--- src/rtl/clock_pkg.sv ---
// rtl/clock_pkg.sv - shared types and helpers for the divided clock generator
//
// Purpose : phase-state encoding, minimum half-period and the divisor clamp
//           used by clock_divider_gen and clock_half_counter.
// Contents: clk_state_t  IDLE / HIGH / LOW phase of the divided clock
//           MIN_HALF     shortest legal phase length in system clock cycles
//           clamp_half   maps a programmed divisor onto a legal half-period

package clock_pkg;

  typedef enum logic [1:0] {
    IDLE = 2'd0,
    HIGH = 2'd1,
    LOW  = 2'd2
  } clk_state_t;

  localparam int unsigned MIN_HALF = 1;

  // A divisor of zero would mean a zero-length phase; run it as the
  // shortest phase instead so the output still toggles.
  function automatic int unsigned clamp_half(input int unsigned divisor);
    return (divisor < MIN_HALF) ? MIN_HALF : divisor;
  endfunction

endpackage

--- src/rtl/clock_half_counter.sv ---
// rtl/clock_half_counter.sv - down-counter timing one phase of the divided clock
//
// Purpose : loaded with the half-period on entry to a phase, counts down once
//           per system clock and flags the last cycle of the phase.
// Ports   : i_clock   system clock
//           i_reset   synchronous active-high reset, clears the count
//           i_load    load i_half (entry into HIGH or LOW)
//           i_clear   force the count to zero (entry into IDLE)
//           i_half    phase length in system clock cycles, already clamped >= 1
//           o_expire  high during the last cycle of the current phase

module clock_half_counter
  import clock_pkg::*;
#(
  parameter int DIV_WIDTH = 8
) (
  input  logic                 i_clock,
  input  logic                 i_reset,
  input  logic                 i_load,
  input  logic                 i_clear,
  input  logic [DIV_WIDTH-1:0] i_half,
  output logic                 o_expire
);

  logic [DIV_WIDTH-1:0] count;

  always_ff @(posedge i_clock) begin
    if (i_reset) begin
      count <= '0;
    end else if (i_clear) begin
      count <= '0;
    end else if (i_load) begin
      count <= i_half;
    end else if (count != '0) begin
      count <= count - DIV_WIDTH'(1);
    end
  end

  // The count equals the number of cycles left in the phase including the
  // current one, so the phase ends while it reads MIN_HALF. An idle counter
  // sits at zero and never expires.
  assign o_expire = (count == DIV_WIDTH'(MIN_HALF));

endmodule

--- src/rtl/clock_divider_gen.sv ---
// rtl/clock_divider_gen.sv - programmable divided clock with run/halt and single-step
//
// Purpose : derives a registered, glitch-free divided clock from i_clock.
//           Continuous mode runs while i_enable is high; single-step mode
//           emits exactly one full period per rising edge of i_step. Start and
//           stop are decided only at the end of a low phase, so no phase is
//           ever shortened. Also provides edge strobes and a rise counter.
// Ports   : i_clock      system clock, all logic on its rising edge
//           i_reset      synchronous active-high reset
//           i_enable     run request in continuous mode
//           i_step_mode  1 = single-step mode, 0 = continuous mode
//           i_step       step request, rising edge counts
//           i_divisor    half-period in i_clock cycles, 0 treated as 1
//           o_clock      divided clock
//           o_rise       one-cycle strobe in the first cycle o_clock is 1
//           o_fall       one-cycle strobe in the first cycle o_clock is 0 after high
//           o_running    high while the generator is not idle
//           o_cycles     count of o_clock rising edges since reset, wraps

module clock_divider_gen
  import clock_pkg::*;
#(
  parameter int DIV_WIDTH   = 8,
  parameter int COUNT_WIDTH = 32
) (
  input  logic                   i_clock,
  input  logic                   i_reset,
  input  logic                   i_enable,
  input  logic                   i_step_mode,
  input  logic                   i_step,
  input  logic [DIV_WIDTH-1:0]   i_divisor,
  output logic                   o_clock,
  output logic                   o_rise,
  output logic                   o_fall,
  output logic                   o_running,
  output logic [COUNT_WIDTH-1:0] o_cycles
);

  clk_state_t           state;
  clk_state_t           state_next;
  logic [DIV_WIDTH-1:0] half;
  logic                 load;
  logic                 clear;
  logic                 expire;
  logic                 step_q;
  logic                 step_edge;
  logic                 step_pending;
  logic                 step_pending_next;
  logic                 run_req;
  logic                 go;
  logic                 enter_high;
  logic                 enter_low;

  assign half = DIV_WIDTH'(clamp_half(32'(i_divisor)));

  clock_half_counter #(
    .DIV_WIDTH(DIV_WIDTH)
  ) u_half_counter (
    .i_clock  (i_clock),
    .i_reset  (i_reset),
    .i_load   (load),
    .i_clear  (clear),
    .i_half   (half),
    .o_expire (expire)
  );

  // Step edges only count in step mode; in continuous mode they are
  // discarded rather than remembered for later.
  assign step_edge = i_step && !step_q && i_step_mode;
  assign run_req   = !i_step_mode && i_enable;
  assign go        = run_req || step_pending;

  always_ff @(posedge i_clock) begin
    if (i_reset) begin
      state <= IDLE;
    end else begin
      state <= state_next;
    end
  end

  always_comb begin
    state_next = state;
    load       = 1'b0;
    clear      = 1'b0;
    case (state)
      IDLE: begin
        if (go) begin
          state_next = HIGH;
          load       = 1'b1;
        end
      end
      HIGH: begin
        if (expire) begin
          state_next = LOW;
          load       = 1'b1;
        end
      end
      LOW: begin
        // The only point where running or stopping is decided.
        if (expire) begin
          if (go) begin
            state_next = HIGH;
            load       = 1'b1;
          end else begin
            state_next = IDLE;
            clear      = 1'b1;
          end
        end
      end
      default: begin
        state_next = IDLE;
        clear      = 1'b1;
      end
    endcase
  end

  assign enter_high = (state != HIGH) && (state_next == HIGH);
  assign enter_low  = (state == HIGH) && (state_next == LOW);

  // A pending step is consumed by the period it starts. An edge arriving in
  // that same cycle re-arms it; an edge arriving while already armed is lost.
  always_comb begin
    step_pending_next = step_pending || step_edge;
    if (enter_high) begin
      step_pending_next = step_edge;
    end
  end

  always_ff @(posedge i_clock) begin
    if (i_reset) begin
      step_q       <= 1'b0;
      step_pending <= 1'b0;
    end else begin
      step_q       <= i_step;
      step_pending <= step_pending_next;
    end
  end

  // Outputs are registered from the next state so they change on the same
  // edge as the state register and carry no combinational decode.
  always_ff @(posedge i_clock) begin
    if (i_reset) begin
      o_clock   <= 1'b0;
      o_rise    <= 1'b0;
      o_fall    <= 1'b0;
      o_running <= 1'b0;
      o_cycles  <= '0;
    end else begin
      o_clock   <= (state_next == HIGH);
      o_rise    <= enter_high;
      o_fall    <= enter_low;
      o_running <= (state_next != IDLE);
      if (enter_high) begin
        o_cycles <= o_cycles + COUNT_WIDTH'(1);
      end
    end
  end

endmodule

--- config.mk ---
export PLATFORM = sky130hd
export DESIGN_NAME = clock_divider_gen
export DESIGN_NICKNAME = d
export VERILOG_FILES = /design/src/rtl/clock_pkg.sv /design/src/rtl/clock_half_counter.sv /design/src/rtl/clock_divider_gen.sv
export SDC_FILE = /design/constraint.sdc
export NUM_CORES = 1
export LEC_CHECK = 0
export CAP_MARGIN = 15
export CORE_MARGIN = 2
export CORE_UTILIZATION = 55
export CTS_CLUSTER_SIZE = 16
export DETAILED_ROUTE_END_ITERATION = 10
export PLACE_DENSITY = 0.85
export SYNTH_ARGS = -nofsm -noshare
export SYNTH_HDL_FRONTEND = slang
export SYNTH_SLANG_ARGS = --single-unit
--- constraint.sdc ---
create_clock -name i_clock -period 3.5 [get_ports i_clock]
set_clock_uncertainty 0.1 [all_clocks]
set_input_delay 0.7 -clock i_clock [delete_from_list [all_inputs] [get_ports i_clock]]
set_output_delay 0.7 -clock i_clock [all_outputs]
set_load 0.01 [all_outputs]
# Word level (Yosys, flattened, before mapping)
# Index checks and enable logic that the tools add are counted.
dict set report totals {
  input_bits 13
  regBits 48
  word_cells 49
  output_inout_bits 36
}
dict set report op_classes {
  n_eq_ne 6
  order_cmp 1
  n_addsub 2
  n_reduce_logical 15
  muxes 16
}
# op count
set ops {}
lappend ops {{$add 32x1->32 const B} 1}
lappend ops {{$mux 8} 3}
lappend ops {{$eq 8x1->1 const B} 1}
lappend ops {{$lt 8x1->1 const B} 1}
lappend ops {{$reduce_bool 8->1} 1}
lappend ops {{$sub 8x1->8 const B} 1}
lappend ops {{$mux 1} 7}
lappend ops {{$mux 2} 3}
lappend ops {{$pmux 2 s3} 1}
lappend ops {{$logic_and 1x1->1} 5}
lappend ops {{$eq 2x1->1 const B} 2}
lappend ops {{$eq 2x2->1 const B} 2}
lappend ops {{$reduce_bool 2->1} 2}
lappend ops {{$reduce_or 2->1} 2}
lappend ops {{$pmux 1 s3} 1}
lappend ops {{$logic_not 1->1} 2}
lappend ops {{$logic_not 2->1} 1}
lappend ops {{$logic_or 1x1->1} 2}
lappend ops {{$ne 2x1->1 const B} 1}
lappend ops {{$pmux 1 s2} 1}

# Depth between registers and ports, before layout
# Gate-level depths: netlist (run 1).
dict set report depth {
  depth_word 9
  depth_mapped 9
  ltp_nobuf 7
}

# Cells and area by module
# A second synthesis (run 1) with hierarchy kept.
dict set report hier_totals {
  cells_unflattened 301
  area_unflattened_um2 2643.8
}
# module cells_each n_inst seq_area_each_um2 area_per_inst_um2
set modules_own_cells {}
lappend modules_own_cells {clock_divider_gen 245 1 800.8 2158.3}
lappend modules_own_cells {clock_half_counter 56 1 160.2 485.5}

# Worst setup path after synthesis (run 1)
# No wires, ideal clock.
dict set report synth_timing {
  path_type {input to register}
  start {in i_step_mode}
  end {reg o_cycles[25]}
  required_time_ns 3.330
  setup_slack_ns 1.074
  t_arrival_ns 2.256
  cell_stages 6
  setup_ns 0.070
  path_buffers 1
  path_cell_list {nand2b_1 -> a211o_1 -> or3_1 -> buf_2 -> or4_1 -> a21oi_1}
}
dict set report synth_between {
  elab_chain_len 8
  word_cells_on_any_way 9
  classes_between {eq/ne: 1; mux: 4; reduce/logical: 4}
}
# item line
set synth_rtl {}
lappend synth_rtl {{from (decl)} clock_divider_gen.sv:29} ;# input logic i_step_mode,
lappend synth_rtl {{$logic_not 1->1 *} clock_divider_gen.sv:70} ;# assign run_req = !i_step_mode && i_enable;
lappend synth_rtl {{$logic_and 1x1->1 *} clock_divider_gen.sv:70}
lappend synth_rtl {{$logic_or 1x1->1 *} clock_divider_gen.sv:71} ;# assign go = run_req || step_pending;
lappend synth_rtl {{$mux 1} clock_divider_gen.sv:101} ;# if (go) begin
lappend synth_rtl {{$mux 2} clock_divider_gen.sv:100} ;# if (expire) begin
lappend synth_rtl {{$pmux 2 s3 *} clock_divider_gen.sv:85} ;# case (state)
lappend synth_rtl {{$eq 2x1->1 *} clock_divider_gen.sv:117} ;# assign enter_high = (state != HIGH) && (state_next == HIGH);
lappend synth_rtl {{$logic_and 1x1->1 *} clock_divider_gen.sv:117}
lappend synth_rtl {{to (signal assigned)} clock_divider_gen.sv:154} ;# o_cycles <= o_cycles + COUNT_WIDTH'(1);
lappend synth_rtl {{to (decl)} clock_divider_gen.sv:36} ;# output logic [COUNT_WIDTH-1:0] o_cycles
# Mark *: on every way between the ends. The rest lies on a longest branch, timed or not.
# A chain may end at the register's enable or synchronous reset.

# Worst setup path after layout (run 1)
dict set report layout_timing {
  start {in i_step_mode}
  end {reg o_cycles[31]}
}
# Same word-level chain as after synthesis.

==> metrics.md, run 1 <==
| Metric | Value |
|---|---|
| Vias after detailed routing | 2244 |
| Post-DP Area | 2860 sq um |
| CTS tree | yes |
| Max IR drop VDD | ~280 uV |
| Final non-filler cell total | 378 |
| Die ar. | 4790 sq um |
| Post_cts resized | 0 |
| Hold/Removal Path Class | flip-flop to flip-flop |
| Critical Path RT | 3.63 ns |
| Core Util, Final | about 73% |
| Combinational share of power | between 20 and 30% |
| Type of origin of the critical path | input port |
| TritonCTS buffer count | 5 |
| Crit. End Element | flip-flop |
| Worst Tran Pin Value | a little over 0.6 ns |
| GPL Wtd Cong | 0.773 |
| Initial antenna violation count | 0 |
| Fin nets | 344 |
| Antenna fix cells | 0 |
| CP max FO | 17 |
| RSZ-0062 raised after global routing | no |
| Sequential Power Share | 47.6% |
| Max-cap violations | 0 |
| DRC | 0 |
| CTS Root Cell | clkbuf_8 |
| Synth-to-layout area growth | 26.0% |
| Die Ht | 69.2 um |
| Clock latency on the worst-skew pair | 0.29 ns |
| Core area | 4060 sq um |
| Synth cell types | 42 |
| Routed Antenna Nets | 0 |
| Routed wire length | about 5600 um |
| Commonest non-fill, non-tap cells in the layout | clkdlybuf4s50_1 (48), dfxtp_1 (48), nor2_1 (30), a21oi_1 (24), nand2_1 (22) |
| Switch Pwr | 461 uW |
| Hold-fix buffers, CTS | 0 |
| CTS Buffer Depth | 2 |
| Top FF cell, synth | dfxtp_1 |
| Status | finished, final reports clean |
| Max_slew headroom | 59.1% |
| Fmax | 0.354 GHz |
| Sequential area share after synthesis | 41.1% |
| Largest net degree at the start of global routing | 41 |
| Worst-path clk slew | 0.08 ns |
| Static Leak | ~1.0 nW |
| Synth Register Bits | 48 |
| Post-route clock period utilization | 80.7% |
| Starting DRT DRC Count | 171 |
| Pwr dens | between 400 and 500 nW/um^2 |
| Initial Utilization | between 50 and 60% |
| Final Hold Vio Count | 0 |
| Sw Ratio | 32.9% |
| TritonCTS Sinks | 48 |
| Chip width | between 60 and 70 um |
| Setup tns final | 0 ns |
| Placed insts | 370 |
| Crit path time final | approximately 2.8 ns |
| Setup bufs post-CTS | 0 |
| Post-synth EDFFs | 0 |
| Share of cells above drive strength 1 | 4.57% |
| Post-synth ARST share | 0% |
| Number of vias per cell | 5.94 |
| Synthesized area per cell | 8.39 sq um |
| IO buf count | between 40 and 50 |
| First-pass GRT wire length | 9420 um |
| Design area | about 2900 sq um |
| Syn Nets | 296 |
| Mapped Cells | 279 |
| Power Total | 1.40 mW |
| Max H-tree Level | 2 |
| Row count | 23 |
| Clk pwr share | 24.2% |
| Vias in the first global route | 2152 |
| I/O pins | 49 |
| Routed len/inst | 14.7 um |
| Setup CP Type | input port to flip-flop |
| Max-slew violation count | 0 |
| GR Util All Layers | 23.5% |
| Final setup fails | 0 |
| Gr ovfl total | 0 |
| Post-Synthesis Cell Area | 2340 sq um |
| DP Wirelength | 3850 um |
| 1st-pass router iterations | 4 |
| YS warnings | 0 |
| Int Power | 942 uW |
| Critical path arrival | 2.95 ns |
[cell usage after synthesis, drive strengths merged, types with 6 or more instances]
cell type  number  area [sq um]
a21oi          24           120
and3            7          43.8
clkbuf          8          30.0
dfxtp          48           961
nand2          22          82.6
nand3          15          75.1
nand4          13          81.3
nor2           30           113
nor3           10          61.3
o21ai          10          50.0
o31ai           6          45.0
or3             9          56.3
or4             8          60.1
xnor2           7          61.3
xor2           12           105
[registers in the layout, summed over array words and instances (netlist names)]
register	count
o_fall	1
o_clock	1
o_running	1
u_half_counter.count	8
state	2
step_q	1
o_cycles	32
o_rise	1
step_pending	1
[routing by layer]
metal  GRT usage (%)  routed length (um)
met5               0                   0
met4            8.06                  83
met3            5.67                 363
met2            39.4                2670
met1            29.6                2450
[area by class of cell]
cell class,count,area [sq um]
multi-input cells,216,1310
fillers,331,1110
flip-flops and latches,48,961
repair buffers,51,503
clock buffers,8,90.1
well taps,50,62.6
inverters,5,18.8
[power groups by stage]
stage                     Sequential, mW  Combinational (mW)  Clock, mW
after global placement             0.678               0.375          0
after detailed placement           0.678               0.389          0
after floorplan                    0.671               0.296          0
after CTS                          0.667               0.399      0.341
final                              0.668               0.395      0.340
after global routing               0.677               0.452      0.360
[logic make-up (layout without fill, tap and decap cells)]
kind of cell	Yosys count	in the layout	synth area share (%)
AOI/OAI and AO/OA	56	56	14.9
buffers and inverters	15	64	2.78
and+or+nand+nor	137	137	32.0
xor gates and xnor gates	19	19	7.11
adders and majority gates	4	4	2.14
DFF	48	48	41.1
[worst paths after layout]
path	startpoint	to	slack (ns)	depth (start not counted)
max	i_step_mode	o_cycles[31]$_SDFFE_PP0P_	0.68	6
min	o_cycles[28]$_SDFFE_PP0P_	o_cycles[28]$_SDFFE_PP0P_	0.40	2
min reg2reg	o_cycles[28]$_SDFFE_PP0P_	o_cycles[28]$_SDFFE_PP0P_	0.40	2
max reg2reg	u_half_counter.count[1]$_SDFFE_PP0P_	o_cycles[31]$_SDFFE_PP0P_	0.93	7
[critical path: stages]
cell and delay (ns):
clkdlybuf4s50_1 0.42, nand2b_1 0.19, a211o_1 0.38, or3_1 0.55, or4_1 0.57, a21oi_1 0.15
[through the flow]
step / worst slack, ns / hold slack (ns)
after floorplan: 1.07 / 0.354
after global placement: 0.452 / 0.372
after detailed placement: 0.374 / 0.389
after CTS: 0.681 / 0.400
after global routing: 0.571 / 0.421
final: 0.677 / 0.397
(Power assumes the default switching activity.)
==> run 2: changes to the inputs <==
- CORE_UTILIZATION: 55 -> 51
- PLACE_DENSITY: 0.85 -> 0.8
- clock period: 3.5 -> 2.7 ns (I/O delays scaled with it)
==> metrics.md, run 2 (synthesis results as in run 1) <==
| Metric | Value |
|---|---|
| RSZ-0062 raised after global routing | no |
| Routed Antenna Nets | 0 |
| Largest net degree at the start of global routing | 24 |
| Design area | 3050 sq um |
| Initial antenna violation count | 0 |
| Setup bufs post-CTS | 0 |
| DRC | 0 |
| Hold/Removal Path Class | flip-flop to flip-flop |
| GPL Wtd Cong | just under 0.9 |
| Core Util, Final | a little over two thirds |
| WHS | 0.391 ns |
| Largest register by flop count | o_cycles |
| Hold-fix buffers, CTS | 0 |
| Routed wire length | approximately 5500 um |
| Max-cap violations | 0 |
| Setup CP Type | flip-flop to flip-flop |
| Max-slew violation count | 0 |
| Final non-filler cell total | 390 |
| CTS tree | yes |
| Fmax | 0.405 GHz |
| Final setup fails | 0 |
| TritonCTS buffer count | 5 |
| Initial Utilization | 53.4% |
| Sw Ratio | 32.4% |
| IO buf count | 48 |
| Largest registers | o_cycles (32), u_half_counter.count (8), state (2) |
| Sequential Power Share | approximately 45% |
| Row count | 24 |
| Number of vias per cell | 5.81 |
| Max IR drop VDD | approximately 320 uV |
| Max H-tree Level | 2 |
| Switch Pwr | 625 uW |
| CTS Buffer Depth | 2 |
| First-pass GRT wire length | between 9000 and 10000 um |
| Setup tns final | 0 ns |
| Final setup margin | 0.230 ns |
| Clock latency on the worst-skew pair | between 0.3 and 0.4 ns |
| Clk pwr share | between 20% and 30% |
| Type of origin of the critical path | flip-flop |
| DP Wirelength | around 4000 um |
| Starting DRT DRC Count | 165 |
| CP bufs+invs | 1 |
| Worst-path clk slew | 0.10 ns |
| Worst slack, placed | -0.0998 ns |
| Die Ht | 71.7 um |
| Worst Tran Pin Value | 0.371 ns |
| Crit-path cells | inv_1 -> ha_1 -> nor4b_4 -> a21boi_2 -> or3_1 -> or4_1 -> a21oi_1 |
| Pwr dens | ~630 nW/um^2 |
| I/O pins | between 40 and 50 |
| Placed insts | 382 |
| Vias in the first global route | roughly 2000 |
| Post_cts resized | 0 |
| Status | finished, final reports clean |
| Int Power | 1.31 mW |
| Combinational share of power | 27.6% |
| Crit-path leading delay family | simple AND/OR/NAND/NOR gates |
| Core area | 4380 sq um |
| Routed len/inst | 14.2 um |
| Commonest non-fill, non-tap cells in the layout | clkdlybuf4s50_1 (48), dfxtp_1 (48), nor2_1 (30), a21oi_1 (24), nand2_1 (22) |
| Crit. End Element | flip-flop |
| Antenna fix cells | 0 |
| CTS Root Cell | clkbuf_8 |
| Vias after detailed routing | around 2300 |
| CP max FO | 11 |
| CP max stage delay | roughly 0.55 ns |
| Final Hold Vio Count | 0 |
| Synth-to-layout area growth | 30.3% |
| Chip width | 71.7 um |
| Post-DP Area | 2940 sq um |
| Power Total | 1.93 mW |
| Critical path arrival | 2.62 ns |
| TritonCTS Sinks | 48 |
| Crit path time final | 2.47 ns |
| Share of cells above drive strength 1 | 7.99% |
| Gr ovfl total | 0 |
| GR Util All Layers | between 20% and 30% |
| Max_slew headroom | 75.1% |
| Die ar. | around 5100 sq um |
| Post-route clock period utilization | around 91% |
| Fin nets | 354 |
| Critical Path RT | between 2 and 3 ns |
| Slowest stage cell, crit path | or4_1 |
| Static Leak | approximately 1.1 nW |
| Number of flip-flops under the largest register name | 32 |
| 1st-pass router iterations | 4 |
-- run 2: changes by cell type in the layout (fill, tap and decap cells not counted) --
cell        before  now
buf_4            3   13
clkbuf_1         2    0
clkinvlp_4       0    1
clkinv_2         0    1
clkbuf_8         6    5
bufinv_16        0    1
-- run 2: power groups by stage --
stage	registers, mW	logic, mW	clock network (mW)
final	0.866	0.533	0.531
after global routing	0.880	0.602	0.568
after CTS	0.865	0.534	0.534
after detailed placement	0.882	0.529	0
after global placement	0.878	0.517	0
after floorplan	0.870	0.383	0
-- run 2: layer usage --
layer	routed length [um]	vias up	GRT usage (%)
met5	0	-	0
met4	82	0	5.66
met3	289	8	4.78
met2	2590	59	35.7
met1	2560	1069	31.2
li1	-	1128	-
-- run 2: layout make-up --
type                       count  area, sq um
fill                         368         1340
multi-input combinational    216         1310
sequential                    48          961
timing repair buffer          61          578
clock buffer                   5         68.8
tap                           52         65.1
clock inverter                 3         42.5
inverter                       5         18.8
-- run 2: path summary, 6_finish.rpt --
path	slack [ns]	to	from	cells past startpoint
setup / recovery	0.23	o_cycles[25]$_SDFFE_PP0P_	u_half_counter.count[1]$_SDFFE_PP0P_	7
hold / removal	0.39	o_cycles[31]$_SDFFE_PP0P_	o_cycles[31]$_SDFFE_PP0P_	2
setup reg to reg	0.23	o_cycles[25]$_SDFFE_PP0P_	u_half_counter.count[1]$_SDFFE_PP0P_	7
hold reg to reg	0.39	o_cycles[31]$_SDFFE_PP0P_	o_cycles[31]$_SDFFE_PP0P_	2
-- run 2: worst register-to-register path, cell delays in order (launching register included) --
cell	delay, ns
dfxtp_1	0.36
inv_1	0.11
ha_1	0.15
nor4b_4	0.29
a21boi_2	0.18
or3_1	0.53
or4_1	0.55
a21oi_1	0.15
==> patch 1, RTL diff (config.mk and constraints of run 2) <==
Register the inputs `i_enable`, `i_step_mode`, `i_step` and `i_divisor` before use, with the module's reset. The logic sees them one clock later. Comments in the files are not updated.
--- a/src/rtl/clock_divider_gen.sv
+++ b/src/rtl/clock_divider_gen.sv
@@ -36,6 +36,25 @@
   output logic [COUNT_WIDTH-1:0] o_cycles
 );
 
+  logic i_enable_q;
+  logic i_step_mode_q;
+  logic i_step_q;
+  logic [DIV_WIDTH-1:0] i_divisor_q;
+
+  always_ff @(posedge i_clock) begin
+    if (i_reset) begin
+      i_enable_q    <= '0;
+      i_step_mode_q <= '0;
+      i_step_q      <= '0;
+      i_divisor_q   <= '0;
+    end else begin
+      i_enable_q    <= i_enable;
+      i_step_mode_q <= i_step_mode;
+      i_step_q      <= i_step;
+      i_divisor_q   <= i_divisor;
+    end
+  end
+
   clk_state_t           state;
   clk_state_t           state_next;
   logic [DIV_WIDTH-1:0] half;
@@ -51,7 +70,7 @@
   logic                 enter_high;
   logic                 enter_low;
 
-  assign half = DIV_WIDTH'(clamp_half(32'(i_divisor)));
+  assign half = DIV_WIDTH'(clamp_half(32'(i_divisor_q)));
 
   clock_half_counter #(
     .DIV_WIDTH(DIV_WIDTH)
@@ -66,8 +85,8 @@
 
   // Step edges only count in step mode; in continuous mode they are
   // discarded rather than remembered for later.
-  assign step_edge = i_step && !step_q && i_step_mode;
-  assign run_req   = !i_step_mode && i_enable;
+  assign step_edge = i_step_q && !step_q && i_step_mode_q;
+  assign run_req   = !i_step_mode_q && i_enable_q;
   assign go        = run_req || step_pending;
 
   always_ff @(posedge i_clock) begin
@@ -131,7 +150,7 @@
       step_q       <= 1'b0;
       step_pending <= 1'b0;
     end else begin
-      step_q       <= i_step;
+      step_q       <= i_step_q;
       step_pending <= step_pending_next;
     end
   end
Formal check against the unedited RTL: not equivalent (Yosys sat finds a counterexample within 4 cycles, from zero or initial values and one cycle with i_reset high).
==> patch 1 against run 2 <==
Worst setup slack lost 28 ps. Sequential cell count grew 11. Routed wire length grew 3.8%. Sequential power grew 21%. Area after synthesis grew 13%. Total power grew 33%. Design area grew 13%.
==> patch 1: results (changes against run 2) <==
status finished clean; placed cells 410 (+7.3%); Post-Layout Cell Count 426 (+9.2%); worst skew pair latency 330 ps (+20 ps); number of global-route vias before repair 2,299 (+13%); mux contribution to synthesized area 0.02655 (+0.02655); Syn Area/Cell 8.915 um^2 (+6.3%); initial antenna violation count 0 (unchanged); R2R Setup Slk 200 ps (-30 ps); max-cap viol count 0 (unchanged); Bufs on Longest Clock Path 2 (unchanged); Setup Fix Bufs, Post-CTS 0 (unchanged); cell family with most CP delay simple AND/OR/NAND/NOR gates; first-pass GRT wire length 10,030 um (+7.1%); share of post-route cells with drive strength above 1 0.08146 (+0.001579); critical path arrival 2660 ps (+40 ps); TritonCTS buffer count 9 (+4); Mapped Nets 313 (+5.7%); Max IR drop VDD 0.0005184 V (+60%); most frequent cells after synthesis dfxtp_1, nor2_1, a21oi_1; Leak 1.187 nW (+13%); vias post-DR 2,371 (+4.7%); complex-gate fraction of the synthesized area 0.1252 (-0.02402); Synth Area in XOR/XNOR 0.06306 (-0.008060); largest net degree at the start of global routing 33 (+38%); R2R Path End o_cycles[27]; DR WL/cell 13.46 um (-4.9%); area share of fa/ha/maj cells after synthesis 0.01897 (-0.002424); Worst Hold Depth 1 (-1); Worst Hold Endpoint step_q; post-synthesis sequential area ratio 0.4476 (+0.03691); Reg2Reg Depth 7 (unchanged); Inserted Diodes 0 (unchanged); Starting DRT DRC Count 88 (-47%); Nets 368 (+4.0%); Final HPWL DP 4001 um (+0.35%); top flop regs o_cycles (32), i_divisor_q (8), u_half_counter.count (8); CP max stage cell or4_4; synth top area cells dfxtp_1, xnor2_1, nor2_1; Worst path max stage delay 620 ps (+70 ps); Warnings, synthesis 0 (unchanged); routability congestion estimate 0.8150 (-8.7%); FFs w/ async S/R, synth 0 (unchanged); Clock Pin Slew Worst Setup and Hold Paths 70 ps (-30 ps); Unique masters post-synth 38 (-9.5%); GRT Util Overall 0.2130 (-0.01190); Hold Path Origin i_step_q; hold slack 379.6 ps (-11.82 ps); H-tree level count 3 (+1); worst-margin pin slew 628.5 ps (+257.5 ps)
==> patch 1: how the worst max path moves through the flow <==
stage | to | cells past startpoint
2_1_floorplan | o_cycles[29] | 8
3_3_place_gp | o_cycles[27] | 6
3_5_place_dp | o_cycles[27] | 7
4_1_cts | o_cycles[27] | 7
5_1_grt | o_cycles[27] | 7
6_report | o_cycles[27] | 7
==> patch 1: cell families after synthesis <==
| family | Yosys count |
|---|---|
| buffers and inverters | 21 |
| XOR/XNOR | 19 |
| adder cells (fa/ha/maj) | 4 |
| AND/OR/NAND/NOR | 133 |
| multiplexers | 7 |
| flip-flops | 59 |
| AO/OA/AOI/OAI | 53 |
==> patch 1: layout make-up <==
cell class,count,area [um^2]
sequential,59,1181
fill,421,1592
inverter,8,30.03
timing repair buffer,57,548.0
tap,70,87.58
multi-input combinational,216,1376
clock buffer,12,155.1
clock inverter,4,72.57
==> patch 1: through the flow <==
stage / instance area (um^2) / setup WS, ps
after floorplan: 2639 / 205.4
after global placement: 3218 / 192.5
after detailed placement: 3218 / 103.9
after CTS: 3446 / 89.12
after global routing: 3451 / 10.95
final: 3451 / 201.2
==> patch 1: routing by layer <==
layer	wire length (um)	vias to the layer above	global-route usage
li1	-	1187	-
met1	2628	1108	0.2656
met2	2697	68	0.3348
met3	318	8	0.06905
met4	87	0	0.1000
met5	0	-	0
==> patch 1: report_power, final <==
part           internal, W  switching (W)  leakage (nW)  total [W]
clock network     0.000569       0.000346         0.113   0.000915
registers         0.000948       0.000105         0.481    0.00105
logic             0.000298       0.000307         0.593   0.000605
==> patch 1: what timing repair did <==
action                                 CTS  global route
resized for setup                        0             1
setup endpoints to repair                0            10
endpoints found under the hold margin    0             0
==> patch 2, RTL diff (config.mk and constraints of run 2) <==
Made on the original files. `DIV_WIDTH` is set to 8 in 2 places; all go to 9.
--- a/src/rtl/clock_half_counter.sv
+++ b/src/rtl/clock_half_counter.sv
@@ -12,7 +12,7 @@
 module clock_half_counter
   import clock_pkg::*;
 #(
-  parameter int DIV_WIDTH = 8
+  parameter int DIV_WIDTH = 9
 ) (
   input  logic                 i_clock,
   input  logic                 i_reset,
--- a/src/rtl/clock_divider_gen.sv
+++ b/src/rtl/clock_divider_gen.sv
@@ -20,7 +20,7 @@
 module clock_divider_gen
   import clock_pkg::*;
 #(
-  parameter int DIV_WIDTH   = 8,
+  parameter int DIV_WIDTH   = 9,
   parameter int COUNT_WIDTH = 32
 ) (
   input  logic                   i_clock,
Interface: changed (resized i_divisor); port bits go from 49 to 50. The function was not compared with the original's and may differ.
==> patch 2 against run 2 <==
Sequential cell count is 1 higher. Worst setup slack lost 48 ps. Non-clock buffer count unchanged. Area after synthesis rose by 0.75%. Design area up 0.53%. Routed wire length down 6.6%. Hold slack lost 10 ps. Via count decreased by 2.4%. Critical endpoint is now o_cycles[17]. Final cell count grew 1.0%. Clock power down 4.3%. Total power shrank 2.3%. Largest power group unchanged. Largest cell class unchanged.
==> patch 2: results (changes against run 2) <==
Synth Area in XOR/XNOR 0.07059 (-0.0005285); mux contribution to synthesized area 0.009023 (+0.009023); WL met3 236 um (-18%); top flop regs o_cycles (32), u_half_counter.count (9), state (2); number of global-route vias before repair 1,998 (-2.1%); met1 usage in global routing 0.2738 (-0.03850); R2R Setup Slk 180 ps (-50 ps); post-synthesis sequential area ratio 0.4161 (+0.005441); synth top area cells dfxtp_1, nor2_1, a21oi_1; Final HPWL DP 3783 um (-5.1%); internal power 0.001311 W (+0.40%); routing usage on met2 0.3498 (-0.007202); complex-gate fraction of the synthesized area 0.1582 (+0.008976); R2R Path End o_cycles[17]; DR WL/cell 13.09 um (-7.5%); P_comb 0.000503 W (-5.6%); largest net degree at the start of global routing 41 (+71%); metal2 WL 2381 um (-7.9%); PortBufs 49 (+2.1%); vias post-DR 2,210 (-2.4%); hold slack 381.1 ps (-10.34 ps); most frequent cells after synthesis dfxtp_1, nor2_1, a21oi_1; sequential power share 0.464 (+0.015); M1 WL 2491 um (-2.8%); CP max stage cell or4b_1; GRT Util Overall 0.2096 (-0.01525); worst-margin pin slew 528.1 ps (+157.0 ps); Syn Area/Cell 8.330 um^2 (-0.68%); area share of fa/ha/maj cells after synthesis 0.02123 (-0.0001590); Reg2Reg Depth 8 (+1); critical path arrival 2650 ps (+30 ps); routability congestion estimate 0.8146 (-8.7%); Worst path max stage delay 510 ps (-40 ps); Placement Cell Area 2960 um^2 (+0.81%); Unique masters post-synth 41 (-2.4%); Post-Layout Cell Count 394 (+1.0%); status finished clean; share of post-route cells with drive strength above 1 0.07895 (-0.0009343)
patch 2: cell types whose count changed after synthesis, sizes merged, moves of 4 or more:
cell | before | now
a211oi | 3 | 9
o21ai | 10 | 16
and4 | 5 | 0
nand2 | 22 | 16
nor2 | 30 | 34
inv | 5 | 13
patch 2: area by class of cell:
cell class	instances	area, um^2
fillers	354	1350
multi-input cells	212	1285
flip-flops and latches	49	980.9
repair buffers	61	580.6
clock buffers	5	68.82
well taps	52	65.06
inverters	13	48.80
clock inverters	2	35.03
patch 2: through the flow:
step | power (W) | setup WS [ps]
2_1_floorplan | 0.001264 | 453.1
3_3_place_gp | 0.001380 | -12.80
3_5_place_dp | 0.001387 | -64.32
4_1_cts | 0.001895 | 192.9
5_1_grt | 0.001987 | 15.04
6_report | 0.001886 | 181.1
patch 2: tightest hold or removal path, delay by kind of cell, from the launching register on:
| kind | cells | cell delay, ps |
|---|---|---|
| AO/OA/AOI/OAI | 2 | 110 |
| flip-flops | 1 | 330 |
